==> config.mk <==
export PLATFORM = sky130hd
export DESIGN_NAME = bch_msg_deframer
export DESIGN_NICKNAME = d
export VERILOG_FILES = /design/src/rtl/bch_msg_deframer.sv
export SDC_FILE = /design/constraint.sdc
export NUM_CORES = 1
export LEC_CHECK = 0
export ABC_AREA = 0
export CORE_MARGIN = 8
export CORE_UTILIZATION = 45
export CTS_BUF_LIST = sky130_fd_sc_hd__clkbuf_16
export DETAILED_ROUTE_END_ITERATION = 10
export GPL_ROUTABILITY_DRIVEN = 0
export PLACE_DENSITY = 0.74
export SYNTH_ARGS = -nofsm -noshare
export SYNTH_HDL_FRONTEND = slang
export SYNTH_SLANG_ARGS = --single-unit
==> constraint.sdc <==
create_clock -name clk -period 5.7 [get_ports clk]
set_clock_uncertainty 0.15 [all_clocks]
set_input_delay 0.57 -clock clk [delete_from_list [all_inputs] [get_ports clk]]
set_output_delay 0.57 -clock clk [all_outputs]
set_load 0.05 [all_outputs]
==> src/rtl/bch_msg_deframer.sv <==
// Serial-to-parallel deframer for corrected BCH codewords: keeps the K message
// bits of each N-bit codeword and queues them in a small FIFO for consumers.
module bch_msg_deframer #(
  parameter int N     = 63,
  parameter int K     = 51,
  parameter int DEPTH = 2,
  parameter int STALL = 1
) (
  input  logic         clk,
  input  logic         rst,
  input  logic         in_valid,
  input  logic         in_data,
  output logic         in_ready,
  input  logic         resync,
  output logic [K-1:0] msg_data,
  output logic         msg_valid,
  input  logic         msg_ready,
  output logic [15:0]  frame_cnt,
  output logic [15:0]  drop_cnt
);

  localparam int CW = $clog2(N);
  localparam int PW = (DEPTH > 1) ? $clog2(DEPTH) : 1;
  localparam int FW = $clog2(DEPTH + 1);
  localparam logic [CW-1:0] LAST  = CW'(N - 1);
  localparam logic [CW-1:0] KLIM  = CW'(K);
  localparam logic [PW-1:0] PLAST = PW'(DEPTH - 1);
  localparam logic [FW-1:0] FULL  = FW'(DEPTH);

  function automatic logic [15:0] sat_inc16(input logic [15:0] v);
    return (v == 16'hFFFF) ? v : v + 16'd1;
  endfunction

  function automatic logic [PW-1:0] ptr_inc(input logic [PW-1:0] p);
    return (p == PLAST) ? '0 : p + PW'(1);
  endfunction

  logic [CW-1:0] r_bcnt;
  logic [K-1:0]  r_sr;
  logic [K-1:0]  r_mem [DEPTH];
  logic [PW-1:0] r_rd;
  logic [PW-1:0] r_wr;
  logic [FW-1:0] r_fill;
  logic [15:0]   r_frame;
  logic [15:0]   r_drop;

  logic w_pop;
  logic w_space;
  logic w_last;
  logic w_accept;
  logic w_complete;
  logic w_push;
  logic w_drop;

  // A pop in the same cycle frees a slot, so a full FIFO can still take the word.
  assign w_pop      = (r_fill != '0) && msg_ready;
  assign w_space    = (r_fill != FULL) || w_pop;
  assign w_last     = (r_bcnt == LAST);
  assign in_ready   = (STALL != 0) ? (!w_last || w_space) : 1'b1;
  assign w_accept   = in_valid && in_ready && !resync;
  assign w_complete = w_accept && w_last;
  assign w_push     = w_complete && w_space;
  assign w_drop     = w_complete && !w_space;

  always_ff @(posedge clk) begin
    if (rst) begin
      r_bcnt  <= '0;
      r_sr    <= '0;
      r_rd    <= '0;
      r_wr    <= '0;
      r_fill  <= '0;
      r_frame <= '0;
      r_drop  <= '0;
    end else begin
      if (resync) begin
        r_bcnt <= '0;
        r_sr   <= '0;
      end else if (w_accept) begin
        r_bcnt <= w_last ? '0 : r_bcnt + CW'(1);
        if (r_bcnt < KLIM) r_sr <= {r_sr[K-2:0], in_data};
      end
      if (w_pop)  r_rd <= ptr_inc(r_rd);
      if (w_push) r_wr <= ptr_inc(r_wr);
      if (w_push && !w_pop)      r_fill <= r_fill + FW'(1);
      else if (!w_push && w_pop) r_fill <= r_fill - FW'(1);
      if (w_complete) r_frame <= r_frame + 16'd1;
      if (w_drop)     r_drop  <= sat_inc16(r_drop);
    end
  end

  // Storage carries no reset; occupancy alone decides what is visible.
  always_ff @(posedge clk) begin
    if (w_push && !rst) r_mem[r_wr] <= r_sr;
  end

  assign msg_valid = (r_fill != '0);
  assign msg_data  = msg_valid ? r_mem[r_rd] : '0;
  assign frame_cnt = r_frame;
  assign drop_cnt  = r_drop;

endmodule
==> flow_summary_export.csv, run 1 <==
group,metric,value,unit
sta,slew_viol_final,0,
routing,first_iter_violations,303,
logic_synthesis,yosysTopAreaCell,"edfxtp_1",
clocking,path_clk_slew,0.07,ns
routing,viasPerCell,5.22,
clocking,cts.sinks,196,
global_routing,grt_usage,15.1,%
placed_design,place_hpwl,9.20,mm
die,ios,91,
global_routing,globalRouteMet1Util,16.8,%
power_and_ir_drop,ir_drop,0.227,mV
critical_path,required,4.98,ns
logic_synthesis,yosys_warnings,0,
clocking,cts_resized,0,
routing,drt-pass1-iter-count,5,
routing,vias,4897,
sta,period_needed,3.37,ns
run_status,outcome,"finished clean",
cells_and_area,final_common_cell,"nand2_1",
cells_and_area,drive_gt1_share,6.36,%
clocking,cts_hold_buffers,0,
global_routing,grt_pass1_vias,5028,
cells_and_area,final_cell_mix,"111 x nand2_1, 102 x edfxtp_1, 93 x dfxtp_1, 90 x clkdlybuf4s50_1, 71 x a21oi_1",
routing,wire_per_inst,16.0,um
cells_and_area,syn_to_final_growth,22.8,%
logic_synthesis,synth_edf_count,102,
critical_path,critPathMaxFanout,52,
logic_synthesis,synthCells,633,
logic_synthesis,ys_types,40,
die,die_h,144,um
logic_synthesis,ys_ff_latch,196,
critical_path,end_kind,"output port",
logic_synthesis,synth_ff_type,"edfxtp_1",
die,die_w,144,um
logic_synthesis,yosysSeqAreaShare,67.1,%
logic_synthesis,async_reset_ff_share,0,%
logic_synthesis,yosys-top-cells-area,"edfxtp_1 42%, dfxtp_1 26%, mux2i_1 7.1%",
logic_synthesis,syn_nets,643,
cells_and_area,finalNetCount,720,
routing,ant_nets,0,
global_routing,grt_pass1_wl,24.6,mm
sta,rsz0062_at_grt,"false",
critical_path,startpoint_type,"flop",
clocking,cts_setup_buffers,0,
power_and_ir_drop,power_leakage,2.89,nW
global_routing,use_met3,5.77,%
clocking,cts_tree,"done",
die,core,0.0159,sq mm
logic_synthesis,syn_area,0.00737,sq mm
sta,fin_crit_sh,59.1,%
global_routing,grt_max_degree,55,
cells_and_area,seqCellArea,0.00495,sq mm
critical_path,worstPathArrival,2.65,ns
logic_synthesis,synth.top_cell.area_share,41.6,%
routing,drc,0,
die,rows,46,
job,maxCapViolCount,0,
sta,finalSetupTns,0,ns
global_routing,top_usage_layer,"met2",
clocking,worstSkewPairLatency,0.43,ns
global_routing,antenna_found_initial,0,
clocking,cts-root-buf,"clkbuf_16",
critical_path,crit_type,"reg2out",
routing,routed_wl,15.0,mm
sta,setup_viol,0,
global_routing,use_met2,25.4,%
logic_synthesis,syn_area_per_cell,11.6,sq um
clocking,clk_path_buf_depth,2,
global_routing,grt.overflow.total,0,
die,die_area,0.0207,sq mm
sta,worst_pin_slew,1.18,ns
die,initial_core_util,46.2,%
clocking,h-tree-depth,4,
power_and_ir_drop,p_per_area,301,mW/mm^2
power_and_ir_drop,finalPower,0.00273,W
cells_and_area,multi_input_area,0.00224,sq mm
sta,hold_viol,0,
sta,clock.fmax,0.297,GHz
placed_design,portBuffers,90,
sta,relSlewSlack,21.3,%
cells_and_area,fill_cells,1320,
cells_and_area,diodes,0,
hold_path,hold_path_class,"reg2reg",
clocking,numCtsBuffers,17,
routing by layer:
metal / up-vias / routed length [um]
met5: - / 0
met3: 24 / 1210
met1: 2366 / 6220
met2: 134 / 7330
li1: 2373 / -
met4: 0 / 220
cell type report:
class,count,share of cell area (%)
Sequential cell,196,54.7
Timing Repair Buffer,96,10.5
Clock inverter,15,2.09
Clock buffer,17,4.70
Tap cell,216,2.99
Multi-Input combinational cell,392,24.8
Inverter,7,0.290
sequential cells by signal, indices dropped and copies added (netlist names), named ones only:
register	cells
drop_cnt	16
frame_cnt	16
r_bcnt	6
r_fill	2
r_mem	102
r_rd	1
r_sr	51
r_wr	1
Yosys cell counts, types with 2 or more instances:
master / number
nor2_1: 61
mux2i_1: 52
a21oi_1: 71
ha_1: 4
and4_1: 3
nand2b_1: 2
or4_1: 11
nand4_1: 8
buf_1: 5
xor2_1: 5
nor2b_1: 17
buf_2: 2
clkbuf_1: 27
dfxtp_1: 94
a211oi_1: 2
buf_6: 2
or3_1: 5
nand3_1: 5
or3_2: 2
o31ai_1: 11
nor3b_1: 2
edfxtp_1: 102
o21ai_0: 7
nand2_1: 111
inv_1: 7
kinds of logic after synthesis:
group,share of synthesized area (%)
buf+inv,2.70
mux,7.06
compound gates,7.05
fa+ha+maj,0.679
simple gates,14.7
flops,67.1
xor+xnor,0.713
worst max-delay path: stages, from the launching register on:
cell and delay, ns:
dfxtp_1 0.39, nor2_4 0.89, nor2_1 0.14, clkdlybuf4s50_1 0.76
power breakdown:
| part | internal [W] | switching [W] | leakage, nW | total, W |
|---|---|---|---|---|
| sequential | 0.00147 | 0.000000533 | 1.69 | 0.00147 |
| combinational | 0.00000621 | 0.0000266 | 0.902 | 0.0000329 |
| clock | 0.000729 | 0.000494 | 0.297 | 0.00122 |
| total | 0.00220 | 0.000522 | 2.89 | 0.00273 |
through the flow:
stage	hold slack (ns)	instances	setup WS (ns)	utilization, %	area (sq um)
floorplan	0.275	633	0.00626	-	7370
global placement	0.283	907	2.38	52.9	8430
detailed placement	0.304	907	2.29	52.9	8430
CTS	0.315	939	2.23	56.7	9050
global route	0.328	939	2.10	56.7	9050
finish	0.317	939	2.33	56.7	9050
final timing paths:
kind / from / end / slack, ns / depth (start not counted)
setup / recovery: r_fill[0] / msg_data[48] / 2.33 / 3
setup reg to reg: r_bcnt[2] / r_mem[1][47] / 2.85 / 4
hold reg to reg: drop_cnt[5] / drop_cnt[5] / 0.32 / 1
hold / removal: drop_cnt[5] / drop_cnt[5] / 0.32 / 1
Note: power is estimated with default switching activity, not from simulation.
==> run 2: changes to the inputs <==
Clock period 5.7 ns to 2.94 ns, I/O delays scaled along.
==> flow_summary_export.csv, run 2 (synthesized netlist as in run 1, its figures left out) <==
group,metric,value,unit
run_status,outcome,"finished clean",
sta,rsz0062_at_grt,"false",
clocking,cts_resized,0,
die,die_w,144,um
routing,drc,0,
cells_and_area,largest_registers,"r_mem (102), r_sr (51)",
sta,setup_viol,0,
sta,hold_viol,0,
clocking,numCtsBuffers,17,
placed_design,portBuffers,90,
cells_and_area,drive_gt1_share,7.27,%
power_and_ir_drop,power_leakage,2.94,nW
critical_path,critPathMaxFanout,14,
critical_path,crit_type,"reg2out",
critical_path,end_kind,"output port",
hold_path,hold_path_class,"in2reg",
placed_design,placed_cells,913,
die,die_area,0.0207,sq mm
cells_and_area,seqCellArea,0.00495,sq mm
sta,relSlewSlack,51.7,%
sta,worst_pin_slew,0.722,ns
cells_and_area,largest_reg_flops,102,
clocking,cts_hold_buffers,0,
routing,drt-pass1-iter-count,5,
routing,vias,4874,
power_and_ir_drop,ir_drop,0.423,mV
critical_path,worstPathArrival,2.29,ns
die,ios,91,
clocking,path_clk_slew,0.07,ns
sta,clock.fmax,0.366,GHz
global_routing,grt.overflow.total,0,
sta,whs,0.281,ns
placed_design,place_hpwl,9.29,mm
clocking,cts.sinks,196,
power_and_ir_drop,p_per_area,565,mW/mm^2
critical_path,max_stage_delay,0.71,ns
global_routing,antenna_found_initial,0,
routing,ant_nets,0,
clocking,h-tree-depth,4,
clocking,cts-root-buf,"clkbuf_16",
cells_and_area,final_cell_mix,"111 x nand2_1, 102 x edfxtp_1, 89 x clkdlybuf4s50_1, 88 x dfxtp_1, 71 x a21oi_1",
routing,viasPerCell,5.16,
critical_path,startpoint_type,"flop",
cells_and_area,finalNonFillerCells,945,
routing,first_iter_violations,303,
critical_path,critPathBufInv,2,
cells_and_area,fill_cells,1296,
global_routing,grt_pass1_vias,4733,
critical_path,path_cells,"nor2_4, buf_4, nor2_1, clkdlybuf4s50_1",
clocking,worstSkewPairLatency,0.43,ns
die,die_h,144,um
critical_path,crit_family,"buffers and inverters",
routing,routed_wl,14.7,mm
cells_and_area,syn_to_final_growth,24.2,%
sta,slew_viol_final,0,
clocking,cts_setup_buffers,0,
cells_and_area,diodes,0,
critical_path,cp_slowest_cell,"clkdlybuf4s50_1",
die,core,0.0159,sq mm
job,maxCapViolCount,0,
global_routing,grt_pass1_wl,23.7,mm
cells_and_area,final_common_cell,"nand2_1",
global_routing,grt_max_degree,52,
cells_and_area,multi_input_area,0.00225,sq mm
sta,fin_crit_sh,93.0,%
sta,period_needed,2.73,ns
clocking,clk_path_buf_depth,2,
sta,finalSetupTns,0,ns
critical_path,required,2.50,ns
die,initial_core_util,46.2,%
cells_and_area,regMostFlops,"r_mem",
global_routing,grt_usage,14.5,%
die,rows,46,
routing,wire_per_inst,15.5,um
clocking,cts_tree,"done",
cells_and_area,finalNetCount,726,
==> run 2: cell types whose count changed in the layout (fill, tap and decap cells not counted), sizes merged <==
cell	change
buf	+7
bufinv	-1
clkdlybuf4s50	-1
inv	+1
==> run 2: cell type report <==
cell class                 count  share of cell area, %
tap                          216                   2.95
clock inverter                15                   1.60
clock buffer                  17                   4.65
timing repair buffer         102                   11.8
inverter                       7                  0.287
multi-input combinational    392                   24.6
sequential                   196                   54.1
==> run 2: stage by stage <==
stage / total power, W / area [sq um] / setup slack, ns / utilization (%)
3_3_place_gp: 0.00298 / 8580 / 0.578 / 53.8
4_1_cts: 0.00521 / 9150 / 0.159 / 57.4
3_5_place_dp: 0.00298 / 8580 / 0.504 / 53.8
5_1_grt: 0.00531 / 9150 / 0.0920 / 57.4
6_report: 0.00517 / 9150 / 0.206 / 57.4
2_1_floorplan: 0.00295 / 7410 / -0.0190 / -
==> run 2: report_power, final <==
part | internal, W | switching (W)
clock | 0.00131 | 0.000937
combinational | 0.0000183 | 0.0000536
sequential | 0.00285 | 0.00000104
total | 0.00418 | 0.000992
==> run 2: per-layer routing <==
layer,GRT usage [%],vias up,share of wire (%)
li1,-,2401,-
met1,17.4,2319,44
met2,23.4,136,47
met3,4.64,18,7.2
met4,6.70,0,1.6
met5,0,-,0
==> run 2: tightest hold or removal path: stages <==
cell and delay (ns):
clkdlybuf4s50_1 0.41, nand2_1 0.06, a21oi_1 0.05
==> run 2: worst paths after layout <==
kind	start	endpoint	slack (ns)	cells past startpoint
worst max-delay path	r_fill[0]	msg_data[41]	0.21	4
worst min-delay path	in_data	r_sr[0]	0.28	3
worst max register to register	r_bcnt[1]	r_mem[1][23]	0.65	5
worst min register to register	drop_cnt[4]	drop_cnt[4]	0.32	1
